--- src/rtl/wm_pkg.sv ---
// ---------------------------------------------------------------------------
// wm_pkg : shared types and LFSR step helper for the watermark keystream path
// Revision: 1.0
// ---------------------------------------------------------------------------
`default_nettype none

package wm_pkg;

  typedef enum logic [0:0] {
    IDLE = 1'b0,
    RUN  = 1'b1
  } wm_state_e;

  localparam int MODE_RAW  = 0;
  localparam int MODE_TERN = 1;

  // One Galois step on a zero-extended state; callers truncate to their width.
  function automatic logic [31:0] lfsr_step(input logic [31:0] state, input logic [31:0] taps);
    return state[0] ? ((state >> 1) ^ taps) : (state >> 1);
  endfunction

endpackage

`default_nettype wire

--- src/rtl/wm_sym_map.sv ---
// ---------------------------------------------------------------------------
// wm_sym_map : raw / ternary symbol mapping, shared with the extractor
// Revision: 1.0
// ---------------------------------------------------------------------------
`default_nettype none

module wm_sym_map
  import wm_pkg::*;
#(
  parameter int SYM_W = 2,
  parameter int MODE  = MODE_RAW
) (
  input  logic [SYM_W-1:0] raw_i,
  output logic [SYM_W-1:0] sym_o
);

  generate
    if (MODE == MODE_TERN && SYM_W == 2) begin : g_tern
      // Folds code 11 onto 01 so only 00/01/10 ever leave the block.
      logic w_par;
      assign w_par = raw_i[1] ^ raw_i[0];
      assign sym_o = {w_par, (w_par ? 1'b0 : raw_i[0])};
    end else begin : g_raw
      assign sym_o = raw_i;
    end
  endgenerate

endmodule

`default_nettype wire

--- src/rtl/wm_keystream_gen.sv ---
// ---------------------------------------------------------------------------
// wm_keystream_gen : key-seeded Galois LFSR emitting framed watermark symbols
// Revision: 1.0
// ---------------------------------------------------------------------------
`default_nettype none

module wm_keystream_gen
  import wm_pkg::*;
#(
  parameter int               LFSR_W      = 8,
  parameter logic [LFSR_W-1:0] TAPS        = 8'hB8,
  parameter logic [LFSR_W-1:0] KEY_DEFAULT = 8'h6A,
  parameter int               SYM_W       = 2,
  parameter int               MODE        = MODE_RAW,
  parameter int               FRAME_LEN   = 1024
) (
  input  logic              clk,
  input  logic              rst_n,
  input  logic              key_load_i,
  input  logic [LFSR_W-1:0] key_in_i,
  input  logic              start_i,
  input  logic              stop_i,
  input  logic              cont_i,
  output logic              wm_valid_o,
  input  logic              wm_ready_i,
  output logic [SYM_W-1:0]  wm_data_o,
  output logic              wm_last_o,
  output logic [15:0]       frame_cnt_o,
  output logic              key_zero_o
);

  localparam int               CNT_W    = $clog2(FRAME_LEN);
  localparam logic [CNT_W-1:0] LAST_IDX = CNT_W'(FRAME_LEN - 1);

  wm_state_e         state_q, state_d;
  logic [LFSR_W-1:0] lfsr_q, lfsr_d;
  logic [LFSR_W-1:0] key_q, key_d;
  logic [CNT_W-1:0]  sym_cnt_q, sym_cnt_d;
  logic [15:0]       frame_cnt_q, frame_cnt_d;
  logic              key_zero_q, key_zero_d;

  logic [LFSR_W-1:0] w_next;
  logic              w_xfer;
  logic              w_last;

  assign w_last = (state_q == RUN) && (sym_cnt_q == LAST_IDX);
  assign w_xfer = (state_q == RUN) && wm_ready_i;

  // SYM_W unrolled steps so a whole symbol is consumed per transfer.
  always_comb begin
    w_next = lfsr_q;
    for (int i = 0; i < SYM_W; i++) begin
      w_next = LFSR_W'(lfsr_step(32'(w_next), 32'(TAPS)));
    end
  end

  always_ff @(posedge clk or negedge rst_n) begin
    if (!rst_n) begin
      state_q     <= IDLE;
      lfsr_q      <= KEY_DEFAULT;
      key_q       <= KEY_DEFAULT;
      sym_cnt_q   <= '0;
      frame_cnt_q <= '0;
      key_zero_q  <= 1'b0;
    end else begin
      state_q     <= state_d;
      lfsr_q      <= lfsr_d;
      key_q       <= key_d;
      sym_cnt_q   <= sym_cnt_d;
      frame_cnt_q <= frame_cnt_d;
      key_zero_q  <= key_zero_d;
    end
  end

  always_comb begin
    state_d     = state_q;
    lfsr_d      = lfsr_q;
    key_d       = key_q;
    sym_cnt_d   = sym_cnt_q;
    frame_cnt_d = frame_cnt_q;
    key_zero_d  = key_zero_q;

    // A zero key would lock the LFSR, so it is replaced by 1 and flagged.
    if (key_load_i) begin
      if (key_in_i == '0) begin
        key_d      = LFSR_W'(1);
        key_zero_d = 1'b1;
      end else begin
        key_d      = key_in_i;
        key_zero_d = 1'b0;
      end
    end

    case (state_q)
      IDLE: begin
        if (start_i && !stop_i) begin
          state_d   = RUN;
          lfsr_d    = key_q;
          sym_cnt_d = '0;
        end
      end
      RUN: begin
        if (w_xfer) begin
          if (w_last) begin
            frame_cnt_d = frame_cnt_q + 16'd1;
            sym_cnt_d   = '0;
            lfsr_d      = key_q;
            if (!cont_i) state_d = IDLE;
          end else begin
            lfsr_d    = w_next;
            sym_cnt_d = sym_cnt_q + CNT_W'(1);
          end
        end
        if (stop_i) begin
          state_d   = IDLE;
          sym_cnt_d = '0;
        end
      end
      default: state_d = IDLE;
    endcase
  end

  wm_sym_map #(
    .SYM_W (SYM_W),
    .MODE  (MODE)
  ) u_sym_map (
    .raw_i (lfsr_q[SYM_W-1:0]),
    .sym_o (wm_data_o)
  );

  assign wm_valid_o  = (state_q == RUN);
  assign wm_last_o   = w_last;
  assign frame_cnt_o = frame_cnt_q;
  assign key_zero_o  = key_zero_q;

endmodule

`default_nettype wire

--- config.mk ---
export PLATFORM = sky130hd
export DESIGN_NAME = wm_keystream_gen
export DESIGN_NICKNAME = d
export VERILOG_FILES = /design/src/rtl/wm_pkg.sv /design/src/rtl/wm_sym_map.sv /design/src/rtl/wm_keystream_gen.sv
export SDC_FILE = /design/constraint.sdc
export NUM_CORES = 1
export LEC_CHECK = 0
export CORE_MARGIN = 2
export CORE_UTILIZATION = 57
export CTS_CLUSTER_DIAMETER = 150
export DETAILED_ROUTE_END_ITERATION = 12
export HOLD_SLACK_MARGIN = 0.02
export PLACE_DENSITY_LB_ADDON = 0.25
export SLEW_MARGIN = 20
export SYNTH_ARGS = -nofsm -noshare
export SYNTH_HDL_FRONTEND = slang
export SYNTH_SLANG_ARGS = --single-unit
--- constraint.sdc ---
create_clock -name clk -period 4.4 [get_ports clk]
set_input_delay 0.88 -clock clk [delete_from_list [all_inputs] [get_ports clk]]
set_output_delay 0.88 -clock clk [all_outputs]
set_load 0.02 [all_outputs]
==> flow_summary.toml, run 1 <==
[grt]
grt_pass1_wl_mm = 7.341
grt_use_total_pct = 22.10
first_global_vias = 1508
grt_overflow = 0
grt_max_degree = 45
antenna_found_initial = 0

[timing]
finalHoldViolCount = 0
rsz0062_at_grt = "no"
setup_viol = 0
finalCritPeriodShare_pct = 75.41
skew_ns = 0.007407
final.setup.tns_ns = 0
fmax_mhz = 301.4
tightest_slew_ns = 0.9487
relSlewSlack_pct = 36.75
finalMaxSlewViolations = 0
fin_crit_ns = 3.318

[worst_setup_path]
startpoint_type = "flop"
worstSetupEndpointType = "output port"
critPathKind = "flop to output port"
ff2ff_path_depth = 5
arrival_ns = 2.44
cp_max_fo = 8
r2r_slack_ns = 2.52
crit_required_ns = 3.52

[routing]
route.detailed.drc = 0
postRouteAntennaNets = 0
vias_per_cell = 5.561
wire_per_inst_um = 15.40
drtIter0Drc = 135
vias = 1585
dr.pass1.iters = 4
wl_mm = 4.389

[die]
fp.dieArea_mm2 = 0.004334
initial_utilization_pct = 59.54
die_y_um = 65.84
rows = 22
die_w_um = 65.84
coreArea_mm2 = 0.003661
ios = 36

[clocking]
numCtsBuffers = 5
clk-insertion-delay-late_ns = 0.29
root_buffer = "clkbuf_8"
htree_levels = 2
cts_hold_buf = 0
post_cts.repair.setup_buffers = 0
clockBufferDepth = 2
cts.sinks = 44
path_clk_slew_ns = 0.08
cts_resized = 0
cts_tree = "yes"

[synthesis]
synthFlopType = "dfrtp_1"
ys_seq_elements = 44
synth_top_cell_by_area = "dfrtp_1"
yosysTopAreaCellShare_pct = 41.33
synth_area_mm2 = 0.002180
async_reset_ff_share_pct = 100.0
synth_nets = 215
post_synth.cell_area_avg_um2 = 11.01
synth-edff-count = 0
yosys_warnings = 0
synth.top_cells.by_area = "dfrtp_1 41%, dfstp_2 9.6%, xnor2_1 6.0%, mux2i_1 5.1%, mux2_2 4.1%"
ys_seq_area_share_pct = 50.98
yosysUniqueCellTypes = 43
yosys.cell_count.top_type = "dfrtp_1"
synthTopCellsByCount = "36 x dfrtp_1, 18 x nand2_1, 15 x xnor2_1"
synth_cells = 198

[final_layout]
nets = 253
diodes = 0
instances_no_fill = 285
register_area_mm2 = 0.001111
synthToLayoutAreaGrowth_pct = 23.25
fillCellCount = 259
multi_input_area_mm2 = 0.001018
drive_gt1_share_pct = 14.35

[job]
maxCapViolations = 0

[worst_hold_path]
whs_path_depth = 1
hold_class = "flop to flop"

[place]
io_buffers = 35
gp_congestion = 0.7637
dp_cells = 277
dp_hpwl_mm = 3.042

[outcome]
status = "finished clean"

[pwr]
total_leakage_power_nw = 1.148
ir_worst_vdd_uv = 222.5
power_density_mw_per_mm2 = 350.4
worst paths after layout:
| path | start | end |
|---|---|---|
| min in group asynchronous | rst_n | sym_cnt_q[4] |
| worst min register to register | frame_cnt_o[15] | frame_cnt_o[15] |
| worst max register to register | sym_cnt_q[0] | frame_cnt_o[3] |
| worst max-delay path | sym_cnt_q[0] | wm_last_o |
| worst min-delay path | frame_cnt_o[15] | frame_cnt_o[15] |
| max in group asynchronous | rst_n | sym_cnt_q[0] |
metrics by stage:
| step | hold WS, ns | area, µm² | util [%] | worst slack [ns] | power [mW] |
|---|---|---|---|---|---|
| detailed placement | 0.4688 | 2565 | 70.06 | 1.409 | 0.6250 |
| global route | 0.5000 | 2686 | 73.38 | 0.9821 | 0.9856 |
| global placement | 0.4652 | 2565 | 70.06 | 1.423 | 0.6159 |
| floorplan | 0.4492 | 2180 | - | 2.098 | 0.5729 |
| finish | 0.4803 | 2686 | 73.38 | 1.082 | 0.9413 |
| CTS | 0.4845 | 2686 | 73.38 | 1.081 | 0.9462 |
state kept, by name, indices dropped and copies added (netlist names):
signal       count
wm_valid_o       1
key_q            8
sym_cnt_q       10
key_zero_o       1
frame_cnt_o     16
lfsr_q           8
routing by layer:
layer / GRT usage [%] / up-vias / part of all wire (%)
met1: 32.50 / 765 / 49
li1: - / 783 / -
met5: 0 / - / 0
met3: 4.600 / 5 / 4.0
met4: 4.427 / 0 / 0.57
met2: 34.09 / 32 / 47
where the power goes:
group / total (mW) / leakage [nW] / internal, mW / switching, mW
Combinational: 0.137 / 0.521 / 0.0681 / 0.0689
Clock: 0.323 / 0.0614 / 0.186 / 0.138
Sequential: 0.481 / 0.566 / 0.450 / 0.0314
Total: 0.941 / 1.15 / 0.703 / 0.238
area by class of cell:
type                            count  share of cell area (%)
Tap cell                           48                   2.236
Multi-Input combinational cell    143                   37.91
Inverter                            6                  0.8384
Clock buffer                        6                   3.074
Timing Repair Buffer               36                   13.13
Sequential cell                    44                   41.36
Clock inverter                      2                   1.444
placed cells by master, fill, tap and decap left out, types with 3 or more instances in the layout:
cell and count:
a21oi_1 7, a22o_1 3, and3_1 5, clkbuf_8 6
clkdlybuf4s50_1 34, dfrtp_1 36, dfstp_2 8, inv_1 6
mux2_2 8, mux2i_1 11, nand2_1 18, nand3_1 12
nand4_1 7, nor2_1 12, o21ai_0 9, xnor2_1 15
xor2_1 5
cell families after synthesis:
group / after synthesis / synth area share [%]
fa+ha+maj: 2 / 1.148
xor+xnor: 20 / 8.037
compound gates: 29 / 9.186
mux: 19 / 9.185
buf+inv: 11 / 2.296
flops: 44 / 50.98
simple gates: 73 / 19.17
critical path, cell delays in order, from the launching register on:
cell,delay [ns]
dfrtp_1,0.40
ha_1,0.26
nand3_2,0.20
nor3_2,0.48
and2_1,0.21
clkdlybuf4s50_1,0.60
Note: power is estimated with default switching activity, not from simulation.
==> run 2: changes to the inputs <==
--- a/config.mk
+++ b/config.mk
@@ -6,7 +6,7 @@
 export NUM_CORES = 1
 export LEC_CHECK = 0
 export CORE_MARGIN = 2
-export CORE_UTILIZATION = 57
+export CORE_UTILIZATION = 48
 export CTS_CLUSTER_DIAMETER = 150
 export DETAILED_ROUTE_END_ITERATION = 12
 export HOLD_SLACK_MARGIN = 0.02
==> constraint.sdc (replaced) <==
create_clock -name clk -period 2.9 [get_ports clk]
set_input_delay 0.58 -clock clk [delete_from_list [all_inputs] [get_ports clk]]
set_output_delay 0.58 -clock clk [all_outputs]
set_load 0.02 [all_outputs]
==> run 2 against run 1 <==
  * Worst hold slack got worse by 0.044 ns
  * Highest routed layer unchanged
  * Sequential power rose by 51%
  * Wire length fell by 0.43%
  * Critical endpoint unchanged
==> flow_summary.toml, run 2 (synthesis gave the netlist of run 1 again) <==
[worst_setup_path]
rr_startpoint = "wm_valid_o"
crit_required_ns = 2.32
slowest_delay_ns = 0.61
ff2ff_path_depth = 4
startpoint_type = "flop"
critPathKind = "flop to output port"
worstSetupEndpointType = "output port"
cp_slowest_cell = "clkdlybuf4s50_1"
crit_chain = "ha_1, nand3_2, nor3_2, and2_1, clkdlybuf4s50_1"
arrival_ns = 2.13
r2r_slack_ns = 1.03
cp_max_fo = 5
timing.rr.end = "sym_cnt_q[5]"

[clocking]
numCtsBuffers = 5
root_buffer = "clkbuf_8"
clk-insertion-delay-late_ns = 0.30
cts_hold_buf = 0
cts_resized = 0
clockBufferDepth = 2
htree_levels = 2
post_cts.repair.setup_buffers = 0
cts.sinks = 44
cts_tree = "yes"
path_clk_slew_ns = 0.09

[final_layout]
nets = 254
fillCellCount = 380
synthToLayoutAreaGrowth_pct = 23.36
final_common_cell = "dfrtp_1"
diodes = 0
largest_reg_flops = 16
fin_util_pct = 61.75
final_cell_mix = "36 x dfrtp_1, 34 x clkdlybuf4s50_1, 18 x nand2_1"
drive_gt1_share_pct = 14.71

[worst_hold_path]
hold_class = "primary input to async pin"

[pwr]
ir_worst_vdd_uv = 430.0
power_density_mw_per_mm2 = 519.1
total_leakage_power_nw = 1.147

[grt]
grt_max_degree = 45
grt_pass1_wl_mm = 7.217
antenna_found_initial = 0
grt_overflow = 0
first_global_vias = 1505
grt_use_total_pct = 17.97

[routing]
route.detailed.drc = 0
drtIter0Drc = 107
wire_per_inst_um = 15.07
wl_mm = 4.370
vias_per_cell = 5.559
postRouteAntennaNets = 0
vias = 1612
dr.pass1.iters = 4

[timing]
relSlewSlack_pct = 35.24
fin_crit_ns = 2.709
finalCritPeriodShare_pct = 93.42
setup_viol = 0
final.setup.tns_ns = 0
fmax_mhz = 369.1
tightest_slew_ns = 0.9714
rsz0062_at_grt = "no"
finalMaxSlewViolations = 0
skew_ns = 0.01032
finalHoldViolCount = 0

[die]
coreArea_mm2 = 0.004354
die_w_um = 71.39
fp.dieArea_mm2 = 0.005096
rows = 24
die_y_um = 71.39
initial_utilization_pct = 50.06
ios = 36

[place]
gp_congestion = 0.8643
dp_hpwl_mm = 3.122
io_buffers = 35

[job]
maxCapViolations = 0

[outcome]
status = "finished clean"
-- run 2: changes by cell type in the layout (fill, tap and decap cells not counted), sizes merged --
| cell | delta |
|---|---|
| buf | +1 |
| clkbuf | -1 |
| clkinvlp | +1 |
-- run 2: how the worst max path moves through the flow --
stage,start,endpoint,cells after the start
2_1_floorplan,sym_cnt_q[0],wm_last_o,4
4_1_cts,sym_cnt_q[0],wm_last_o,5
3_5_place_dp,sym_cnt_q[0],wm_last_o,5
5_1_grt,sym_cnt_q[0],wm_last_o,5
3_3_place_gp,stop_i,sym_cnt_q[5],5
6_report,sym_cnt_q[0],wm_last_o,5
-- run 2: worst max-delay path, delay by kind of cell (launching register included) --
family        cells  cell delay (ns)
flops             1             0.39
simple gates      3             0.58
buf+inv           1             0.61
fa+ha+maj         1             0.26
-- run 2: routing by layer --
metal | GRT usage (%) | part of all wire, % | up-vias
met5 | 0 | 0 | -
met4 | 5.031 | 1.0 | 0
met3 | 4.360 | 4.8 | 5
met2 | 27.26 | 47 | 39
met1 | 25.93 | 48 | 781
li1 | - | - | 787
-- run 2: final cells by class --
| cell class | instances | area (µm²) | area share, % |
|---|---|---|---|
| Multi-Input combinational cell | 143 | 1018 | 37.88 |
| Sequential cell | 44 | 1111 | 41.32 |
| Inverter | 6 | 22.52 | 0.8376 |
| Timing Repair Buffer | 37 | 360.3 | 13.40 |
| Clock inverter | 3 | 42.54 | 1.582 |
| Tap cell | 52 | 65.06 | 2.420 |
| Clock buffer | 5 | 68.82 | 2.559 |
-- run 2: per-stage QoR --
step	worst slack, ns	power, mW	instances	hold slack, ns	cell area (µm²)
6_report	0.1908	1.396	290	0.4361	2689
2_1_floorplan	0.8983	0.8692	198	0.2844	2180
3_5_place_dp	0.5283	0.9444	282	0.4665	2577
5_1_grt	0.09457	1.469	290	0.4977	2689
3_3_place_gp	0.5132	0.9365	282	0.4637	2577
4_1_cts	0.1799	1.420	290	0.4571	2689
-- run 2: power breakdown --
group / leakage (nW) / switching [mW] / internal [mW]
sequential: 0.566 / 0.0429 / 0.682
clock: 0.0541 / 0.211 / 0.255
combinational: 0.526 / 0.101 / 0.103
total: 1.15 / 0.355 / 1.04
==> run 3: changes to the inputs <==
--- a/config.mk
+++ b/config.mk
@@ -6,9 +6,10 @@
 export NUM_CORES = 1
 export LEC_CHECK = 0
 export CORE_MARGIN = 2
-export CORE_UTILIZATION = 48
+export CORE_UTILIZATION = 56
 export CTS_CLUSTER_DIAMETER = 150
 export DETAILED_ROUTE_END_ITERATION = 12
+export DONT_BUFFER_PORTS = 1
 export HOLD_SLACK_MARGIN = 0.02
 export PLACE_DENSITY_LB_ADDON = 0.25
 export SLEW_MARGIN = 20
==> run 3 against run 2 <==
  * Combinational power is 25% lower
  * Cell count is 13% lower
  * Critical path depth stayed put
  * Global-route usage is 3.7 points higher
  * Sequential share of layout area is 6.5 points higher
  * Clock-buffer cell count is 2 higher
  * Clock power is 22% lower
  * Largest power group unchanged
  * Final area is 14% lower
  * Worst hold slack worse by 0.33 ns
  * Register-to-register slack worse by 0.16 ns
  * Core utilization is 1.2 points higher
  * Sequential power is 2% higher
==> flow_summary.toml, run 3 (synthesis gave the netlist of run 1 again) <==
[pwr]
power_density_mw_per_mm2 = 541.6
finalPower_mw = 1.257
ir_worst_vdd_uv = 280.0
total_leakage_power_nw = 1.012

[final_layout]
drive_gt1_share_pct = 15.76
instances_no_fill = 251
synthToLayoutAreaGrowth_pct = 6.487
final_common_cell = "dfrtp_1"
largest_reg_flops = 16
nets = 219
final_cell_mix = "36 x dfrtp_1, 18 x nand2_1, 15 x xnor2_1"
diodes = 0

[worst_setup_path]
cp_num_buf_inv = 1
startpoint_type = "flop"
crit_chain = "ha_1, nand3_2, nor3_2, buf_4, and2_1"
worstSetupEndpointType = "output port"
critical_path.top_delay_family = "simple AND/OR/NAND/NOR gates"
cp_slowest_cell = "dfrtp_1"
arrival_ns = 1.82
critPathKind = "flop to output port"
crit_required_ns = 2.32
slowest_delay_ns = 0.39
cp_max_fo = 8

[outcome]
status = "finished clean"

[clocking]
clk-insertion-delay-late_ns = 0.30
cts_tree = "yes"
path_clk_slew_ns = 0.08
clockBufferDepth = 2
root_buffer = "clkbuf_8"
htree_levels = 2
numCtsBuffers = 5
cts.sinks = 44

[die]
rows = 22
initial_utilization_pct = 59.09
die_w_um = 66.39
fp.dieArea_mm2 = 0.004407
die_y_um = 66.39
coreArea_mm2 = 0.003689
ios = 36

[routing]
dr.pass1.iters = 4
drtIter0Drc = 61
vias = 1519
route.detailed.drc = 0
postRouteAntennaNets = 0
wl_mm = 4.160
vias_per_cell = 6.052
wire_per_inst_um = 16.57

[timing]
setup_viol = 0
fin_crit_ns = 2.398
finalCritPeriodShare_pct = 82.68
fmax_mhz = 417.1
finalHoldViolCount = 0
tightest_slew_ns = 0.6607
finalMaxSlewViolations = 0
skew_ns = 0.008782
rsz0062_at_grt = "no"
final.setup.tns_ns = 0
relSlewSlack_pct = 55.79

[grt]
grt_overflow = 0
grt_max_degree = 37
grt_use_total_pct = 21.71
first_global_vias = 1572
antenna_found_initial = 0
grt_pass1_wl_mm = 7.134

[place]
dp_hpwl_mm = 2.956
io_buffers = 0
gp_congestion = 0.8578
dp_cells = 242

[worst_hold_path]
hold_class = "primary input to async pin"

[job]
maxCapViolations = 0
-- run 3: changes by cell type in the layout (fill, tap and decap cells not counted), sizes merged --
cell and change:
clkdlybuf4s50 -34, clkbuf +2, clkinvlp -1, bufinv -1, buf -1
-- run 3: worst reg2reg max path, cell delays in order (launching register included) --
cell and delay (ns):
dfrtp_1 0.73, nor3b_1 0.21, nor2_1 0.57, o21ai_0 0.19
a22o_1 0.22
-- run 3: path summary, 6_finish.rpt --
check                      slack [ns]              to         start  depth (start not counted)
max in group asynchronous        2.60    sym_cnt_q[3]         rst_n                          1
setup / recovery                 0.50       wm_last_o  sym_cnt_q[0]                          5
setup reg to reg                 0.87    sym_cnt_q[4]    wm_valid_o                          4
hold / removal                   0.11  frame_cnt_o[0]         rst_n                          1
hold reg to reg                  0.50       lfsr_q[2]     lfsr_q[2]                          2
min in group clk                 0.34      wm_valid_o        stop_i                          1
-- run 3: cell type report --
type | count | area, µm²
fill | 298 | 1368
sequential | 44 | 1111
multi-input combinational | 143 | 1018
clock buffer | 7 | 76.32
tap | 48 | 60.06
timing repair buffer | 2 | 27.53
inverter | 6 | 22.52
clock inverter | 1 | 5.005
-- run 3: power breakdown --
group	switching [mW]	internal, mW	total (mW)
clock network	0.195	0.169	0.364
registers	0.0571	0.682	0.739
logic	0.0782	0.0752	0.153
-- run 3: timing repair --
item | 4_1_cts | 5_1_grt
hold buffers | 1 | 0
buffers inserted | 0 | 0
gates resized for setup | 0 | 0
endpoints found under the hold margin | 36 | 0
-- run 3: through the flow --
step	util, %	hold slack, ns	instance area (µm²)	setup WS, ns
final	62.92	0.1098	2321	0.5023
after global routing	62.92	0.1061	2321	0.3649
after CTS	62.92	0.1150	2321	0.4966
after detailed placement	60.18	0.2860	2220	0.8341
after global placement	60.18	0.2859	2220	0.9067
after floorplan	-	0.2844	2180	0.8983
-- run 3: per-layer routing --
metal	part of all wire [%]	track usage, %	routed length [µm]
met5	0	0	0
met1	44	26.62	1828
met2	49	35.50	2051
met3	4.9	6.133	204
met4	1.8	9.694	76
==> edit 1: new RTL, settings of run 2 <==
Reset style: synchronous (`rst_n`), changed in one clocked block.
--- a/src/rtl/wm_keystream_gen.sv
+++ b/src/rtl/wm_keystream_gen.sv
@@ -55,5 +55,5 @@
   end
 
-  always_ff @(posedge clk or negedge rst_n) begin
+  always_ff @(posedge clk) begin
     if (!rst_n) begin
       state_q     <= IDLE;
Check against the original RTL: differs if rst_n is asserted again (counterexample within 4 cycles, from zero or initial values and one cycle with rst_n low); with rst_n held inactive, the same outputs for 4 cycles.
==> edit 1 against run 2 <==
  * Non-clock buffer count is 2 higher
  * Total power is 19% lower
  * Critical path type unchanged
  * Die area stayed put
  * Setup slack worse by 0.034 ns
  * Synthesized area stayed put
  * Sequential cell count stayed put
  * Routed wire length is 11% higher
  * Final area is 1.2% lower
==> edit 1: results (changes against run 2) <==
stage;metric;value;unit;change
timing;Clock Skews;0.00622;ns;-0.00410 ns
synthesis;Mapped Nets;265;;+23%
routing;vias post-DR;1997;;+24%
global_route;Total Routing Usage GR;0.199;;+0.0194
layout;ANT cells;0;;unchanged
layout;max FFs per register;16;;unchanged
synthesis;sequential element share of the synthesized area;0.404;;-0.106
placement;placed cells;323;;+15%
routing;final antenna-violating net count;0;;unchanged
setup_path;worst setup path startpoint;sym_cnt_q[1];;
synthesis;yosys warns;0;;unchanged
clock_network;H-tree depth;2;;unchanged
routing;wirelength, routed;4850;µm;+11%
min_path;HP Start;key_zero_o;;
clock_network;CTS Root Cell;clkbuf_8;;
placement;DP Worst Slack;0.337;ns;-0.192 ns
routing;Iter 0 DRT Violations;83;;-22%
synthesis;Synth area leaders;dfxtp_1, mux2i_1, nand2b_1, nand2_1, a21oi_1;;
outcome;outcome;finished, final reports clean;;
clock_network;CTS clock-pin slew for the worst setup and hold paths;0.08;ns;
min_path;HP Class;register to register;;
clock_network;Skew-Pair Late Insertion Delay;0.30;ns;about the same
placement;Final HPWL DP;3390;µm;+8.6%
placement;PortBufs;35;;unchanged
placement;placed cell areas;2550;µm²;-0.87%
setup_path;worst-path maximum fanout;7;;+2
clock_network;CTS Buf Count;5;;unchanged
global_route;initial antenna violation count;0;;unchanged
clock_network;Max Root-Sink Buffers;2;;unchanged
power;peak supply drop;0.248;mV;-42%
global_route;number of global-route vias before repair;1785;;+19%
setup_path;CP max stage cell;clkdlybuf4s50_1;;
synthesis;Synth async-reset ratio;0;;-1.00
synthesis;Syn Inst Count;248;;+25%
layout;Final Non-Filler Cells;331;;+14%
power;leakage;0.931;nW;-19%
placement;global placement routability congestion;0.846;;-2.1%
setup_path;CP peak stage delay;0.60;ns;
global_route;largest net degree at the start of global routing;33;;-27%
layout;nets;295;;+16%
layout;share of layout cells above drive strength 1;0.0609;;-0.0861
setup_path;crit path DAT;2.16;ns;+0.03 ns
synthesis;Synth cell types;43;;unchanged
synthesis;Post-synth top cells;dfxtp_1, nand2_1, a21oi_1, nor2_1, mux2i_1;;
global_route;first-pass GRT wire length;8130;µm;+13%
synthesis;Post-synth EDFFs;0;;unchanged
timing;headroom to the max-slew limit;0.449;;+0.0969
routing;first-pass iteration count of the detailed router;4;;unchanged
synthesis;count leader, synth;dfxtp_1;;
## edit 1: cell types whose count changed after synthesis, moves of 9 or more
| cell | change |
|---|---|
| a21oi_1 | +10 |
| clkbuf_1 | +9 |
| dfrtp_1 | -36 |
| dfxtp_1 | +44 |
| nand2b_1 | +14 |
| xnor2_1 | -11 |
## edit 1: critical path: cells and delay by family, from the launching register on
kind	cells	cell delay [ns]
and+or+nand+nor	3	0.62
DFF	1	0.41
adders and majority gates	1	0.24
buffers and inverters	1	0.60
## edit 1: kinds of logic after synthesis
logic type / share of synthesized area
buf+inv: 0.0339
simple gates: 0.266
mux: 0.0735
xor+xnor: 0.0321
fa+ha+maj: 0.0115
compound gates: 0.179
flops: 0.404
## edit 1: power breakdown
part           leakage, nW  switching [W]  internal (W)
sequential           0.358      0.0000135      0.000619
clock               0.0455       0.000199      0.000194
combinational        0.527      0.0000550     0.0000514
total                0.931       0.000268      0.000865
## edit 1: final timing paths
path	to	slack (ns)	cells after the start
setup / recovery	wm_last_o	0.16	5
hold reg to reg	key_zero_o	0.47	2
hold / removal	key_zero_o	0.47	2
setup reg to reg	frame_cnt_o[3]	0.47	5
## edit 1: metal layers
layer  global-route usage  part of all wire  vias up  wire (µm)
met3               0.0408             0.032        8        154
met5                    0                 0        -          0
met1                0.257              0.48      964       2350
met2                0.323              0.47       31       2270
met4               0.0860             0.016        0         76
li1                     -                 -      994          -
## edit 1: timing repair
item	in CTS	in global routing
setup buffers	0	0
resized for setup	1	2
endpoints found under the hold margin	0	0
setup endpoints to repair	1	1
## edit 1: final cells by class
cell class | count | area (µm²)
Tap cell | 52 | 65.1
Multi-Input combinational cell | 187 | 1240
Sequential cell | 44 | 882
Clock buffer | 8 | 90.1
Inverter | 1 | 3.75
Timing Repair Buffer | 39 | 380
Fill cell | 397 | 1700
==> edit 2: new RTL, settings of run 2 <==
Without the edit above. `FRAME_LEN`: 1024 -> 2048.
--- a/src/rtl/wm_keystream_gen.sv
+++ b/src/rtl/wm_keystream_gen.sv
@@ -13,5 +13,5 @@
   parameter int               SYM_W       = 2,
   parameter int               MODE        = MODE_RAW,
-  parameter int               FRAME_LEN   = 1024
+  parameter int               FRAME_LEN   = 2048
 ) (
   input  logic              clk,
Behaviour: same outputs for any inputs over 10 cycles, from zero or initial values and one cycle with rst_n low; that may be too few to reach the edited logic, so the function may still have changed.
==> edit 2 against run 2 <==
  * Total power down 4.3%
  * Routed wire length up 1.3%
  * Sequential cell count up 1
  * Die area up 2.6%
  * Final area up 1.3%
  * Setup slack better by 0.024 ns
  * Sequential share of layout area up 0.41 points
  * Synthesized area up 2.7%
  * Critical path type unchanged
  * Critical endpoint unchanged
  * Largest cell class unchanged
  * Largest power group unchanged
==> edit 2: results (changes against run 2) <==
stage;metric;value;unit;change
power;peak supply drop;0.311;mV;-28%
clock_network;post_cts resized;0;;unchanged
layout;filler cell count;395;;+3.9%
synthesis;Synth area leaders;dfrtp_1, dfstp_2, xnor2_1, xor2_1, mux2i_1;;
routing;wirelength, routed;4430;µm;+1.3%
layout;ANT cells;0;;unchanged
layout;share of layout cells above drive strength 1;0.155;;+0.00745
global_route;number of global-route vias before repair;1496;;-0.60%
placement;placed cells;276;;-2.1%
timing;Period minus WS final;2.68;ns;-0.0244 ns
routing;Vias/cell;5.51;;-0.90%
layout;max FFs per register;16;;unchanged
layout;nets;249;;-2.0%
setup_path;r2r setup slk;0.87;ns;-0.16 ns
setup_path;worst-path maximum fanout;5;;unchanged
global_route;largest net degree at the start of global routing;46;;+2.2%
setup_path;Reg2Reg Depth;6;;+2
timing;Clock Skews;0.00573;ns;-0.00459 ns
timing;headroom to the max-slew limit;0.665;;+0.312
synthesis;yosys warns;0;;unchanged
synthesis;sequential element share of the synthesized area;0.508;;-0.00221
placement;Final HPWL DP;3090;µm;-1.1%
routing;first-pass iteration count of the detailed router;4;;unchanged
clock_network;Post-CTS Setup Repair Bufs;0;;unchanged
global_route;first-pass GRT wire length;7350;µm;+1.8%
synthesis;Post-synth top cells;dfrtp_1, nor2_1, xnor2_1;;
synthesis;Syn Inst Count;196;;-1.0%
placement;placed cell areas;2610;µm²;+1.1%
placement;global placement routability congestion;0.846;;-2.2%
setup_path;R2R Path End;sym_cnt_q[8];;
outcome;outcome;finished, final reports clean;;
power;Final Power;0.00134;W;-4.3%
power;leakage;1.19;nW;+3.8%
setup_path;reg2reg start;sym_cnt_q[0];;
routing;Iter 0 DRT Violations;157;;+47%
global_route;Total Routing Usage GR;0.185;;+0.00549
clock_network;CTS clock-pin slew for the worst setup and hold paths;0.08;ns;
placement;DP Worst Slack;0.559;ns;+0.0311 ns
timing;worst hold slack;0.145;ns;-0.291 ns
clock_network;H-tree depth;2;;unchanged
layout;Final Non-Filler Cells;285;;-1.7%
synthesis;Mapped Nets;213;;-0.93%
layout;Reg area;1140;µm²;+2.3%
## edit 2: worst max-delay path by stage
stage | from | endpoint | slack, ns
6_report | sym_cnt_q[0] | wm_last_o | 0.22
5_1_grt | sym_cnt_q[0] | wm_last_o | 0.12
4_1_cts | sym_cnt_q[0] | wm_last_o | 0.20
3_5_place_dp | sym_cnt_q[0] | wm_last_o | 0.56
3_3_place_gp | sym_cnt_q[0] | wm_last_o | 0.59
2_1_floorplan | sym_cnt_q[0] | wm_last_o | 0.85
## edit 2: logic make-up (layout without fill, tap and decap cells)
group           count (synthesis)  in the layout  synth area share
simple gates                   66             66             0.182
fa+ha+maj                       2              2            0.0112
compound gates                 27             27            0.0822
mux                            17             17            0.0805
flops                          45             45             0.508
xor+xnor                       27             27             0.106
buf+inv                        12             49            0.0307
## edit 2: routing by layer
metal | share of wire | track usage
met4 | 0.011 | 0.0608
met1 | 0.48 | 0.254
met2 | 0.46 | 0.280
met5 | 0 | 0
met3 | 0.048 | 0.0583
## edit 2: critical path, cell delays in order, from the launching register on
cell and delay (ns):
dfrtp_1 0.42, ha_1 0.25, nand2_1 0.21, nor4_1 0.28
clkdlybuf4s50_1 0.65
## edit 2: cell type report
cell class | instances | share of cell area
clock buffer | 6 | 0.0303
clock inverter | 2 | 0.00506
sequential | 45 | 0.417
tap | 52 | 0.0239
multi-input combinational | 139 | 0.380
inverter | 3 | 0.00414
timing repair buffer | 38 | 0.140
## edit 2: where the power goes
| part | leakage (nW) | switching [W] | internal, W |
|---|---|---|---|
| clock network | 0.0512 | 0.000217 | 0.000193 |
| logic | 0.560 | 0.000103 | 0.0000967 |
| registers | 0.579 | 0.0000388 | 0.000688 |
